### config.mk
export PLATFORM = sky130hd
export DESIGN_NAME = keypad_supervisor
export DESIGN_NICKNAME = d
export VERILOG_FILES = /design/src/rtl/keypad_pkg.sv /design/src/rtl/kps_timer.sv /design/src/rtl/keypad_supervisor.sv
export SDC_FILE = /design/constraint.sdc
export NUM_CORES = 1
export LEC_CHECK = 0
export BUFFER_PORTS_ARGS = -buffer_cell sky130_fd_sc_hd__buf_2
export CELL_PAD_IN_SITES_DETAIL_PLACEMENT = 1
export CELL_PAD_IN_SITES_GLOBAL_PLACEMENT = 2
export CORE_MARGIN = 3
export CORE_UTILIZATION = 28
export CTS_CLUSTER_SIZE = 8
export DETAILED_ROUTE_END_ITERATION = 7
export GPL_ROUTABILITY_DRIVEN = 0
export HOLD_SLACK_MARGIN = 0.1
export PLACE_DENSITY_LB_ADDON = 0.1
export SETUP_SLACK_MARGIN = 0.3
export SKIP_CTS_REPAIR_TIMING = 1
export SYNTH_ARGS = -nofsm -noshare
export SYNTH_HDL_FRONTEND = slang
export SYNTH_SLANG_ARGS = --single-unit
### constraint.sdc
create_clock -name clk -period 1.7 [get_ports clk]
set_clock_uncertainty 0.15 [all_clocks]
set_input_delay 0.085 -clock clk [delete_from_list [all_inputs] [get_ports clk]]
set_output_delay 0.085 -clock clk [all_outputs]
set_load 0.01 [all_outputs]
### src/rtl/keypad_pkg.sv
// ============================================================================
// Module   : keypad_pkg
// Brief    : Shared types and default constants for the keypad supervisor.
// Revision : 1.0 - initial release
// ============================================================================
`default_nettype none

package keypad_pkg;

    typedef enum logic [1:0] {
        KPS_LOCKED  = 2'd0,
        KPS_OPEN    = 2'd1,
        KPS_LOCKOUT = 2'd2,
        KPS_ALARM   = 2'd3
    } kps_state_e;

    localparam int KPS_MAX_FAIL_DEF    = 3;
    localparam int KPS_MAX_LOCKOUT_DEF = 2;
    localparam int KPS_LOCKOUT_CYC_DEF = 16;
    localparam int KPS_RELOCK_CYC_DEF  = 32;
    localparam int KPS_CW_DEF          = 6;

    // Status lines coming back from the keypad FSM
    typedef struct packed {
        logic rsto;
        logic ulck;
    } kp_status_t;

    typedef logic [2:0] kps_cnt_t;

endpackage

`default_nettype wire

### src/rtl/kps_timer.sv
// ============================================================================
// Module   : kps_timer
// Brief    : Loadable down-counter that saturates at zero; shared by the
//            lockout and auto-relock intervals.
// Revision : 1.0 - initial release
// ============================================================================
`default_nettype none

module kps_timer #(
    parameter int CW = 6
) (
    input  logic          clk,
    input  logic          reset,
    input  logic          load,
    input  logic          en,
    input  logic [CW-1:0] load_val,
    output logic          zero
);

    logic [CW-1:0] count;

    always_ff @(posedge clk) begin
        if (reset) begin
            count <= '0;
        end else if (load) begin
            count <= load_val;
        end else if (en && (count != '0)) begin
            count <= count - CW'(1);
        end
    end

    assign zero = (count == '0);

endmodule

`default_nettype wire

### src/rtl/keypad_supervisor.sv
// ============================================================================
// Module   : keypad_supervisor
// Brief    : Supervises the keypad combination FSM: failure counting, timed
//            lockout, alarm escalation and open/relock handling.
//            Define KPS_AUTO_RELOCK_EN to relock OPEN after RELOCK_CYC clocks.
// Revision : 1.0 - initial release
// ============================================================================
`default_nettype none

module keypad_supervisor
    import keypad_pkg::*;
#(
    parameter int MAX_FAIL    = KPS_MAX_FAIL_DEF,
    parameter int MAX_LOCKOUT = KPS_MAX_LOCKOUT_DEF,
    parameter int LOCKOUT_CYC = KPS_LOCKOUT_CYC_DEF,
    parameter int RELOCK_CYC  = KPS_RELOCK_CYC_DEF,
    parameter int CW          = KPS_CW_DEF
) (
    input  logic       clk,
    input  logic       reset,
    input  logic       kp_rsto,
    input  logic       kp_ulck,
    input  logic       door_close,
    input  logic       admin_clr,
    output logic       kp_enbl,
    output logic       kp_clr,
    output logic       open,
    output logic       lockout,
    output logic       alarm,
    output logic [2:0] fail_cnt,
    output logic [2:0] lock_cnt,
    output logic [1:0] state
);

    localparam kps_cnt_t      MAX_FAIL_C    = 3'(MAX_FAIL);
    localparam kps_cnt_t      MAX_LOCKOUT_C = 3'(MAX_LOCKOUT);
    localparam logic [CW-1:0] LOCKOUT_LOAD  = CW'(LOCKOUT_CYC - 1);
    localparam logic [CW-1:0] RELOCK_LOAD   = CW'(RELOCK_CYC - 1);

    kps_state_e cur_state;
    kp_status_t kp_now;
    kp_status_t kp_q;

    logic          armed;
    logic          fail_ev;
    logic          ulck_ev;
    logic          unlock_go;
    kps_cnt_t      fail_next;
    kps_cnt_t      lock_next;
    logic          fail_trip;
    logic          alarm_trip;
    logic          timer_load;
    logic          timer_en;
    logic          timer_zero;
    logic          relock_due;
    logic [CW-1:0] timer_val;

    assign kp_now = '{rsto: kp_rsto, ulck: kp_ulck};

    // Edges only count while the keypad is actually enabled in LOCKED
    assign armed     = (cur_state == KPS_LOCKED) && kp_enbl;
    assign fail_ev   = armed && kp_now.rsto && !kp_q.rsto;
    assign ulck_ev   = armed && kp_now.ulck && !kp_q.ulck;
    assign unlock_go = ulck_ev && !fail_ev;

    assign fail_next  = fail_cnt + 3'd1;
    assign lock_next  = lock_cnt + 3'd1;
    assign fail_trip  = fail_ev && (fail_next == MAX_FAIL_C);
    assign alarm_trip = fail_trip && (lock_next == MAX_LOCKOUT_C);

    assign timer_load = (fail_trip && !alarm_trip) || unlock_go;
    assign timer_val  = unlock_go ? RELOCK_LOAD : LOCKOUT_LOAD;

`ifdef KPS_AUTO_RELOCK_EN
    assign timer_en   = (cur_state == KPS_LOCKOUT) || (cur_state == KPS_OPEN);
    assign relock_due = (cur_state == KPS_OPEN) && timer_zero;
`else
    assign timer_en   = (cur_state == KPS_LOCKOUT);
    assign relock_due = 1'b0;
`endif

    kps_timer #(
        .CW (CW)
    ) u_timer (
        .clk      (clk),
        .reset    (reset),
        .load     (timer_load),
        .en       (timer_en),
        .load_val (timer_val),
        .zero     (timer_zero)
    );

    always_ff @(posedge clk) begin
        if (reset) begin
            cur_state <= KPS_LOCKED;
            kp_clr    <= 1'b1;
            fail_cnt  <= 3'd0;
            lock_cnt  <= 3'd0;
            kp_q      <= '0;
        end else begin
            kp_q   <= kp_now;
            kp_clr <= 1'b0;
            case (cur_state)
                KPS_LOCKED: begin
                    if (fail_ev) begin
                        if (fail_trip) begin
                            fail_cnt <= 3'd0;
                            // lock_cnt stays below MAX_LOCKOUT when escalating
                            if (alarm_trip) begin
                                cur_state <= KPS_ALARM;
                            end else begin
                                cur_state <= KPS_LOCKOUT;
                                lock_cnt  <= lock_next;
                            end
                        end else begin
                            fail_cnt <= fail_next;
                        end
                    end else if (ulck_ev) begin
                        cur_state <= KPS_OPEN;
                        fail_cnt  <= 3'd0;
                        lock_cnt  <= 3'd0;
                    end
                end
                KPS_OPEN: begin
                    if (door_close || relock_due) begin
                        cur_state <= KPS_LOCKED;
                        kp_clr    <= 1'b1;
                    end
                end
                KPS_LOCKOUT: begin
                    if (timer_zero) begin
                        cur_state <= KPS_LOCKED;
                        kp_clr    <= 1'b1;
                    end
                end
                KPS_ALARM: begin
                    if (admin_clr) begin
                        cur_state <= KPS_LOCKED;
                        kp_clr    <= 1'b1;
                        fail_cnt  <= 3'd0;
                        lock_cnt  <= 3'd0;
                    end
                end
                default: begin
                    cur_state <= KPS_LOCKED;
                    kp_clr    <= 1'b1;
                end
            endcase
        end
    end

    assign kp_enbl = (cur_state == KPS_LOCKED) && !kp_clr;
    assign open    = (cur_state == KPS_OPEN);
    assign lockout = (cur_state == KPS_LOCKOUT);
    assign alarm   = (cur_state == KPS_ALARM);
    assign state   = cur_state;

endmodule

`default_nettype wire

==> flow_metrics.py, run 1 <==
metrics = {
    "die": {
        "dieArea_um2": 4220,
        "core_area_um2": 3180,
        "die_width_um": 64.9,
        "ioPinCount": 19,
        "start_util_pct": 30.6,
        "die_h_um": 64.9,
        "rows": 20,
    },
    "grt": {
        "grt_pass1_vias": 909,
        "grt-ovfl-total": 0,
        "antenna_found_initial": 0,
        "grt_max_degree": 19,
        "grt_usage_pct": 13.3,
        "grt_pass1_wl_mm": 4.37,
    },
    "clocking": {
        "numCtsBuffers": 3,
        "clock_path_buffers": 2,
        "htree_levels": 1,
        "cts.sinks": 17,
        "clk_pin_slew_ns": 0.10,
        "cts-root-buf": "clkbuf_4",
        "worstSkewPairLatency_ns": 0.29,
        "cts_tree": "built",
    },
    "synth": {
        "async_flop_share_pct": 0,
        "synth_area_per_cell_um2": 8.60,
        "yosys.area.top_type": "dfxtp_1",
        "synth_ff_type": "dfxtp_1",
        "ys_seq_elements": 17,
        "synth-edff-count": 0,
        "yosysMostFrequentCell": "dfxtp_1",
        "synth_commonest_cells": "dfxtp_1 (17), nand2_1 (13), a21oi_1 (8)",
        "yosysSeqAreaShare_pct": 35.0,
        "yosysWarningCount": 0,
        "syn_nets": 124,
        "synth_cells": 113,
        "ys_types": 37,
        "synth.area.top_cells": "dfxtp_1 (35%), ha_1 (6.4%), nand2_1 (5.0%)",
        "synth_area_um2": 972,
        "synth_top_area_share_pct": 35.0,
    },
    "setup_path": {
        "regToRegStartpoint": "u_timer.count[0]$_SDFFE_PP0P_",
        "r2r_end": "u_timer.count[3]$_SDFFE_PP0P_",
        "r2r_cells": 7,
        "start_kind": "flip-flop",
        "path_class": "reg -> reg",
        "required_ns": 1.73,
        "startpoint": "u_timer.count[0]$_SDFFE_PP0P_",
        "critical_path_arrival_ns": 1.64,
        "cp_max_fo": 7,
        "critPathCaptureType": "flip-flop",
        "reg2reg_slack_ns": 0.08,
    },
    "finish": {
        "n_antenna_cell": 0,
        "fillers": 392,
        "finalNonFillerCells": 197,
        "multiInputGateArea_um2": 797,
        "nNetsFinal": 165,
        "area_growth_pct": 62.5,
        "final_layout_size_suffix_gt1_share_pct": 52.3,
        "fin_util_pct": 49.7,
        "seq_area_um2": 362,
    },
    "run_status": {
        "outcome": "finished clean",
    },
    "min_path": {
        "hp-start": "reset",
        "hold_path.class": "in -> reg",
        "whs_path_depth": 2,
        "hold_end": "fail_cnt[1]$_SDFFE_PP0P_",
    },
    "sta": {
        "setup_violations": 0,
        "max_freq_mhz": 618,
        "hold_viol_final": 0,
        "tightest_slew_ns": 0.574,
        "maxSlewHeadroom_pct": 61.5,
        "fin_tns_setup_ns": 0,
        "fin_crit_ns": 1.62,
        "grt_setup_unrepaired": "yes",
        "slew_viol_final": 0,
        "post-route-period-util_pct": 95.2,
    },
    "place": {
        "io_buffers": 18,
        "dp_cells": 177,
        "dp_hpwl_mm": 1.91,
    },
    "detailed_routing": {
        "vias_per_cell": 4.87,
        "dr_total_vias": 959,
        "ant_nets": 0,
        "drt_iter0_drc": 26,
        "wire_per_inst_um": 14.6,
        "wirelength_mm": 2.88,
        "firstDrtPassIters": 4,
        "drc_errors": 0,
    },
    "pwr": {
        "leakage_nw": 0.630,
        "ir_drop_v": 0.000603,
        "power_density_nw_per_um2": 985,
    },
    "flow_run": {
        "maxCapViolCount": 0,
    },
}
==> power breakdown <==
part           leakage (nW)  internal (W)  switching [W]
Sequential            0.144      0.000464      0.0000926
Clock                0.0150     0.0000913       0.000132
Combinational         0.472      0.000412       0.000364
Total                 0.630      0.000968       0.000589
==> cells in the final DEF, fill, tap and decap left out, types with 2 or more instances in the layout <==
master,netlist,routed
nand2_4,0,2
buf_2,0,17
o21ai_0,5,3
dfxtp_2,0,5
buf_4,1,11
nand2_1,13,9
inv_1,6,4
nand3_2,1,3
nor2b_4,1,2
nand2b_4,0,4
a21oi_2,0,3
buf_6,2,6
a311oi_1,2,2
a31oi_1,4,3
a21oi_1,8,5
dlygate4sd3_1,0,5
inv_2,0,2
o21ai_1,0,2
nor2b_1,6,5
nand2_2,0,2
clkbuf_4,0,3
dfxtp_4,0,4
dfxtp_1,17,8
xor2_2,0,2
ha_4,0,4
nor2_1,5,5
==> flip-flops by register name (all words and copies together), names as in the netlist <==
name,count
kp_clr,1
kp_q,2
u_timer.count,6
fail_cnt,3
lock_cnt,3
state,2
==> critical path, stage by stage (launching register included) <==
cell and delay (ns):
dfxtp_2 0.35, inv_2 0.07, ha_4 0.14, nand2b_4 0.05, o41a_4 0.43, nand2_4 0.09
xor2_2 0.16, a21oi_2 0.06
==> worst max path at each step <==
stage	endpoint	slack, ns	cells past startpoint
floorplan	lock_cnt[1]$_SDFFE_PP0P_	0.08	5
global placement	lock_cnt[1]$_SDFFE_PP0P_	0.03	6
detailed placement	lock_cnt[1]$_SDFFE_PP0P_	0.003	6
CTS	lock_cnt[1]$_SDFFE_PP0P_	-0.04	6
global route	u_timer.count[3]$_SDFFE_PP0P_	-0.002	7
finish	u_timer.count[3]$_SDFFE_PP0P_	0.08	7
==> metrics by stage <==
step	setup WS [ns]	cell area [µm²]	power, W	hold WS, ns
5_1_grt	-0.00159	1580	0.00168	0.0735
6_report	0.0822	1580	0.00156	0.0449
4_1_cts	-0.0358	1220	0.00133	-0.141
2_1_floorplan	0.0754	1040	0.000948	0.0632
3_5_place_dp	0.00251	1190	0.00109	0.172
3_3_place_gp	0.0257	1190	0.00108	0.167
==> cell type report <==
class / instances / share of cell area [%]
Multi-Input combinational cell: 85 / 50.4
Sequential cell: 17 / 22.9
Timing Repair Buffer: 41 / 20.1
Tap cell: 44 / 3.48
Clock buffer: 4 / 1.66
Inverter: 6 / 1.43
==> kinds of logic (layout without fill, tap and decap cells) <==
family,Yosys count,in the layout,share of synthesized area [%]
AO/OA/AOI/OAI,31,31,21.2
AND/OR/NAND/NOR,43,43,25.6
adder cells (fa/ha/maj),5,5,6.44
buffers and inverters,11,51,6.18
flip-flops,17,17,35.0
XOR/XNOR,5,5,4.51
multiplexers,1,1,1.03
==> per-layer routing <==
| metal | global-route usage [%] | up-vias | wire length [µm] | share of wire, % |
|---|---|---|---|---|
| li1 | - | 481 | - | - |
| met1 | 19.0 | 459 | 1340 | 47 |
| met2 | 20.2 | 17 | 1410 | 49 |
| met3 | 3.64 | 2 | 107 | 3.7 |
| met4 | 2.37 | 0 | 21 | 0.73 |
| met5 | 0 | - | 0 | 0 |
Power figures use the tool's default switching activity.
==> run 2: changes to the inputs <==
Settings changed: CORE_MARGIN 3 to 2, SLEW_MARGIN set to 20.
==> run 2 against run 1 <==
- the run now ends with negative hold slack left
- clock-buffer cell count is 1 lower
- via count is 4.1% higher
- total power is 3.4% lower
- sequential share of layout area is 0.097 points lower
- critical path type unchanged
- critical endpoint is now state[0]$_SDFFE_PP0P_
==> flow_metrics.py, run 2 (synthesized netlist as in run 1, its figures left out) <==
metrics = {
    "run_status": {
        "outcome": "complete, but fails checks",
        "violations": "negative hold slack",
    },
    "setup_path": {
        "r2r_cells": 7,
        "path_cells": "ha_4 -> xnor2_4 -> buf_4 -> nand2_4 -> o41ai_2 -> nand2_1 -> a21oi_1",
        "critPathBufInv": 1,
        "crit_cells": 7,
        "start_kind": "flip-flop",
        "cp_top_family": "compound AO/OA/AOI/OAI gates",
        "critical_path_arrival_ns": 1.76,
        "crit_path_top_delay_cell": "dfxtp_4",
        "cp_max_fo": 4,
        "path_class": "reg -> reg",
        "critPathCaptureType": "flip-flop",
        "required_ns": 1.79,
        "critPathMaxStageDelay_ns": 0.38,
        "reg2reg_slack_ns": 0.02,
    },
    "finish": {
        "area_growth_pct": 62.7,
        "seq_area_um2": 360,
        "finalNonFillerCells": 203,
        "final_cell_mix": "buf_2 (17), buf_4 (16), nand2_1 (9), dfxtp_1 (9), buf_6 (7)",
        "fillers": 402,
        "layout_commonest_cell": "buf_2",
        "top_regs": "u_timer.count x6, fail_cnt x3, lock_cnt x3",
        "n_antenna_cell": 0,
        "multiInputGateArea_um2": 779,
        "final_layout_size_suffix_gt1_share_pct": 53.5,
        "final_area_um2": 1580,
        "regMostFlops": "u_timer.count",
        "fin_util_pct": 47.4,
        "nNetsFinal": 169,
        "largest_register_ffs": 6,
    },
    "detailed_routing": {
        "dr_total_vias": 998,
        "drc_errors": 0,
        "vias_per_cell": 4.92,
        "ant_nets": 0,
        "wire_per_inst_um": 14.7,
        "drt_iter0_drc": 23,
        "firstDrtPassIters": 3,
        "wirelength_mm": 2.99,
    },
    "die": {
        "die_width_um": 62.9,
        "die_h_um": 62.9,
        "dieArea_um2": 3960,
        "start_util_pct": 29.1,
        "ioPinCount": 19,
        "rows": 21,
        "core_area_um2": 3340,
    },
    "place": {
        "io_buffers": 18,
        "dp_cells": 179,
        "dp_hpwl_mm": 1.95,
        "dpl_cell_area_um2": 1200,
    },
    "clocking": {
        "cts-root-buf": "clkbuf_4",
        "clk_pin_slew_ns": 0.11,
        "cts.sinks": 17,
        "numCtsBuffers": 3,
        "htree_levels": 1,
        "clock_path_buffers": 2,
        "cts_tree": "built",
        "worstSkewPairLatency_ns": 0.31,
    },
    "grt": {
        "grt_pass1_wl_mm": 4.46,
        "grt_max_degree": 19,
        "grt_pass1_vias": 956,
        "antenna_found_initial": 0,
        "grt-ovfl-total": 0,
        "grt_usage_pct": 14.2,
    },
    "sta": {
        "max_freq_mhz": 596,
        "timing.hold.ws_ns": -0.0353,
        "slew_viol_final": 0,
        "maxSlewHeadroom_pct": 68.6,
        "fin_crit_ns": 1.68,
        "post-route-period-util_pct": 98.6,
        "hold_viol_final": 6,
        "tightest_slew_ns": 0.469,
        "setup_violations": 0,
        "grt_setup_unrepaired": "yes",
    },
    "min_path": {
        "hold_path.class": "in -> reg",
        "whs_path_depth": 2,
    },
    "pwr": {
        "leakage_nw": 0.625,
        "power_density_nw_per_um2": 951,
        "ir_drop_v": 0.000410,
    },
    "flow_run": {
        "maxCapViolCount": 0,
    },
}
run 2: cell types whose count changed in the layout (fill, tap and decap cells not counted), sizes merged:
cell,delta
buf,+5
clkbuf,-1
clkinv,+1
dlymetal6s2s,-1
run 2: power breakdown:
group	total, W	internal (W)	switching [W]
registers	0.000556	0.000463	0.0000928
clock network	0.000233	0.0000878	0.000145
logic	0.000715	0.000374	0.000341
total	0.00150	0.000925	0.000579
run 2: metal layers:
layer | vias up | wire length, µm | share of wire (%) | GRT usage, %
li1 | 490 | - | - | -
met1 | 483 | 1400 | 47 | 19.7
met2 | 18 | 1440 | 48 | 21.5
met3 | 7 | 92 | 3.1 | 2.52
met4 | 0 | 60 | 2.0 | 5.83
met5 | - | 0 | 0 | 0
run 2: worst paths after layout:
kind | start | end
worst max-delay path | fail_cnt[1]$_SDFFE_PP0P_ | state[0]$_SDFFE_PP0P_
worst min-delay path | reset | lock_cnt[2]$_SDFFE_PP0P_
worst max register to register | fail_cnt[1]$_SDFFE_PP0P_ | state[0]$_SDFFE_PP0P_
worst min register to register | fail_cnt[0]$_SDFFE_PP0P_ | fail_cnt[0]$_SDFFE_PP0P_
run 2: layout make-up:
cell class,count,share of cell area [%]
Multi-Input combinational cell,85,49.3
Clock buffer,3,1.42
Inverter,6,1.42
Timing Repair Buffer,45,21.1
Tap cell,46,3.64
Sequential cell,17,22.8
Clock inverter,1,0.316
run 2: per-stage QoR:
| stage | setup WS [ns] | TNS, ns | total power (W) |
|---|---|---|---|
| 2_1_floorplan | 0.0754 | 0 | 0.000948 |
| 3_3_place_gp | -0.00527 | -0.00527 | 0.00108 |
| 3_5_place_dp | -0.00249 | -0.00249 | 0.00110 |
| 4_1_cts | -0.0523 | -0.0770 | 0.00133 |
| 5_1_grt | -0.0854 | -0.228 | 0.00162 |
| 6_report | 0.0231 | 0 | 0.00150 |
==> run 3: changes to the inputs <==
Settings changed: CELL_PAD_IN_SITES_DETAIL_PLACEMENT 1 to not set, CELL_PAD_IN_SITES_GLOBAL_PLACEMENT 2 to not set, CORE_UTILIZATION 28 to 48, PLACE_DENSITY set to 0.74, PLACE_DENSITY_LB_ADDON 0.1 to not set.
==> run 3 against run 2 <==
- the flow now finishes without violations
- combinational power fell by 4.9%
- hold slack improved by 0.054 ns
- die area fell by 39%
- via count fell by 2.8%
- clock power fell by 3%
- first-iteration DRC count rose by 48%
- sequential power barely moved
- maximum frequency rose by 2.5%
- cell count fell by 13%
- sequential share of layout area rose by 1.8 points
- critical path type unchanged
- largest power group unchanged
==> flow_metrics.py, run 3 (synthesized netlist as in run 1, its figures left out) <==
metrics = {
    "clocking": {
        "cts.sinks": 17,
        "cts_tree": "built",
        "worstSkewPairLatency_ns": 0.29,
        "numCtsBuffers": 3,
        "cts-root-buf": "clkbuf_4",
        "clock_path_buffers": 2,
        "htree_levels": 1,
        "clk_pin_slew_ns": 0.11,
    },
    "grt": {
        "grt_pass1_wl_mm": 3.40,
        "grt_pass1_vias": 817,
        "antenna_found_initial": 0,
        "grt_usage_pct": 18.3,
        "grt-ovfl-total": 0,
        "grt_max_degree": 19,
    },
    "detailed_routing": {
        "ant_nets": 0,
        "vias_per_cell": 5.48,
        "firstDrtPassIters": 4,
        "dr_total_vias": 970,
        "drc_errors": 0,
        "wire_per_inst_um": 15.5,
        "drt_iter0_drc": 34,
        "wirelength_mm": 2.74,
    },
    "setup_path": {
        "start_kind": "flip-flop",
        "critical_path_arrival_ns": 1.70,
        "path_class": "reg -> reg",
        "critPathMaxStageDelay_ns": 0.40,
        "critPathCaptureType": "flip-flop",
        "crit_path_top_delay_cell": "dfxtp_4",
        "path_cells": "nor4_4 -> buf_4 -> nand3_4 -> or3_1 -> o31ai_1",
        "required_ns": 1.76,
        "cp_max_fo": 7,
    },
    "finish": {
        "area_growth_pct": 50.6,
        "regMostFlops": "u_timer.count",
        "top_regs": "u_timer.count x6, fail_cnt x3, lock_cnt x3",
        "largest_register_ffs": 6,
        "layout_commonest_cell": "buf_2",
        "fillers": 140,
        "finalNonFillerCells": 177,
        "nNetsFinal": 162,
        "final_layout_size_suffix_gt1_share_pct": 49.3,
        "final_cell_mix": "buf_2 (17), buf_4 (13), nand2_1 (9), dfxtp_1 (9), a21oi_1 (7)",
        "n_antenna_cell": 0,
    },
    "place": {
        "dp_hpwl_mm": 1.60,
        "io_buffers": 18,
        "dp_cells": 158,
        "place_ws_ns": 0.0204,
    },
    "sta": {
        "hold_viol_final": 0,
        "tightest_slew_ns": 0.383,
        "setup_violations": 0,
        "timing.hold.ws_ns": 0.0189,
        "fin_crit_ns": 1.64,
        "fin_tns_setup_ns": 0,
        "slew_viol_final": 0,
        "grt_setup_unrepaired": "yes",
        "fin_ws_ns": 0.0632,
        "maxSlewHeadroom_pct": 74.3,
        "post-route-period-util_pct": 96.3,
        "max_freq_mhz": 611,
    },
    "pwr": {
        "leakage_nw": 0.577,
        "power_density_nw_per_um2": 1000,
        "total_power_w": 0.00146,
        "ir_drop_v": 0.000840,
    },
    "die": {
        "dieArea_um2": 2400,
        "ioPinCount": 19,
        "die_h_um": 49.0,
        "rows": 16,
        "die_width_um": 49.0,
        "start_util_pct": 50.1,
        "core_area_um2": 1940,
    },
    "flow_run": {
        "maxCapViolCount": 0,
    },
    "run_status": {
        "outcome": "finished clean",
    },
    "min_path": {
        "hold_path.class": "in -> reg",
    },
}
==> run 3: changes by cell type in the layout (fill, tap and decap cells not counted), sizes merged <==
cell,before,now
clkbuf,3,4
buf,40,33
clkinv,1,0
==> run 3: stage by stage <==
stage / utilization (%) / instance area [µm²]
after floorplan: - / 1040
after global placement: 59.6 / 1160
after detailed placement: 59.6 / 1160
after CTS: 61.0 / 1180
after global routing: 75.4 / 1460
final: 75.4 / 1460
==> run 3: area by class of cell <==
type	count	area, µm²	share of cell area (%)
clock buffer	4	26.3	1.79
inverter	6	22.5	1.54
multi-input combinational	85	754	51.5
sequential	17	360	24.6
tap	27	33.8	2.31
timing repair buffer	38	267	18.2
==> run 3: metal layers <==
| metal | part of all wire [%] | global-route usage, % | vias up |
|---|---|---|---|
| met4 | 2.0 | 7.62 | 0 |
| met1 | 44 | 23.1 | 454 |
| met3 | 4.6 | 3.37 | 4 |
| met5 | 0 | 0 | - |
| met2 | 50 | 30.8 | 32 |
| li1 | - | - | 480 |
==> run 3: worst max-delay path: cells and delay by family, from the launching register on <==
family	cells	cell delay (ns)
flops	1	0.40
buf+inv	1	0.19
simple gates	3	0.75
compound gates	1	0.07
==> run 3: path summary, 6_finish.rpt <==
check	startpoint	cells after the start	slack, ns	end
worst min-delay path	reset	2	0.02	fail_cnt[1]$_SDFFE_PP0P_
worst max register to register	state[0]$_SDFFE_PP0P_	5	0.06	lock_cnt[1]$_SDFFE_PP0P_
worst max-delay path	state[0]$_SDFFE_PP0P_	5	0.06	lock_cnt[1]$_SDFFE_PP0P_
worst min register to register	lock_cnt[0]$_SDFFE_PP0P_	1	0.35	lock_cnt[0]$_SDFFE_PP0P_
==> run 3: power by group <==
part	leakage, nW	switching (W)	internal, W
Sequential	0.144	0.0000932	0.000465
Clock	0.0150	0.000135	0.0000912
Combinational	0.418	0.000335	0.000345
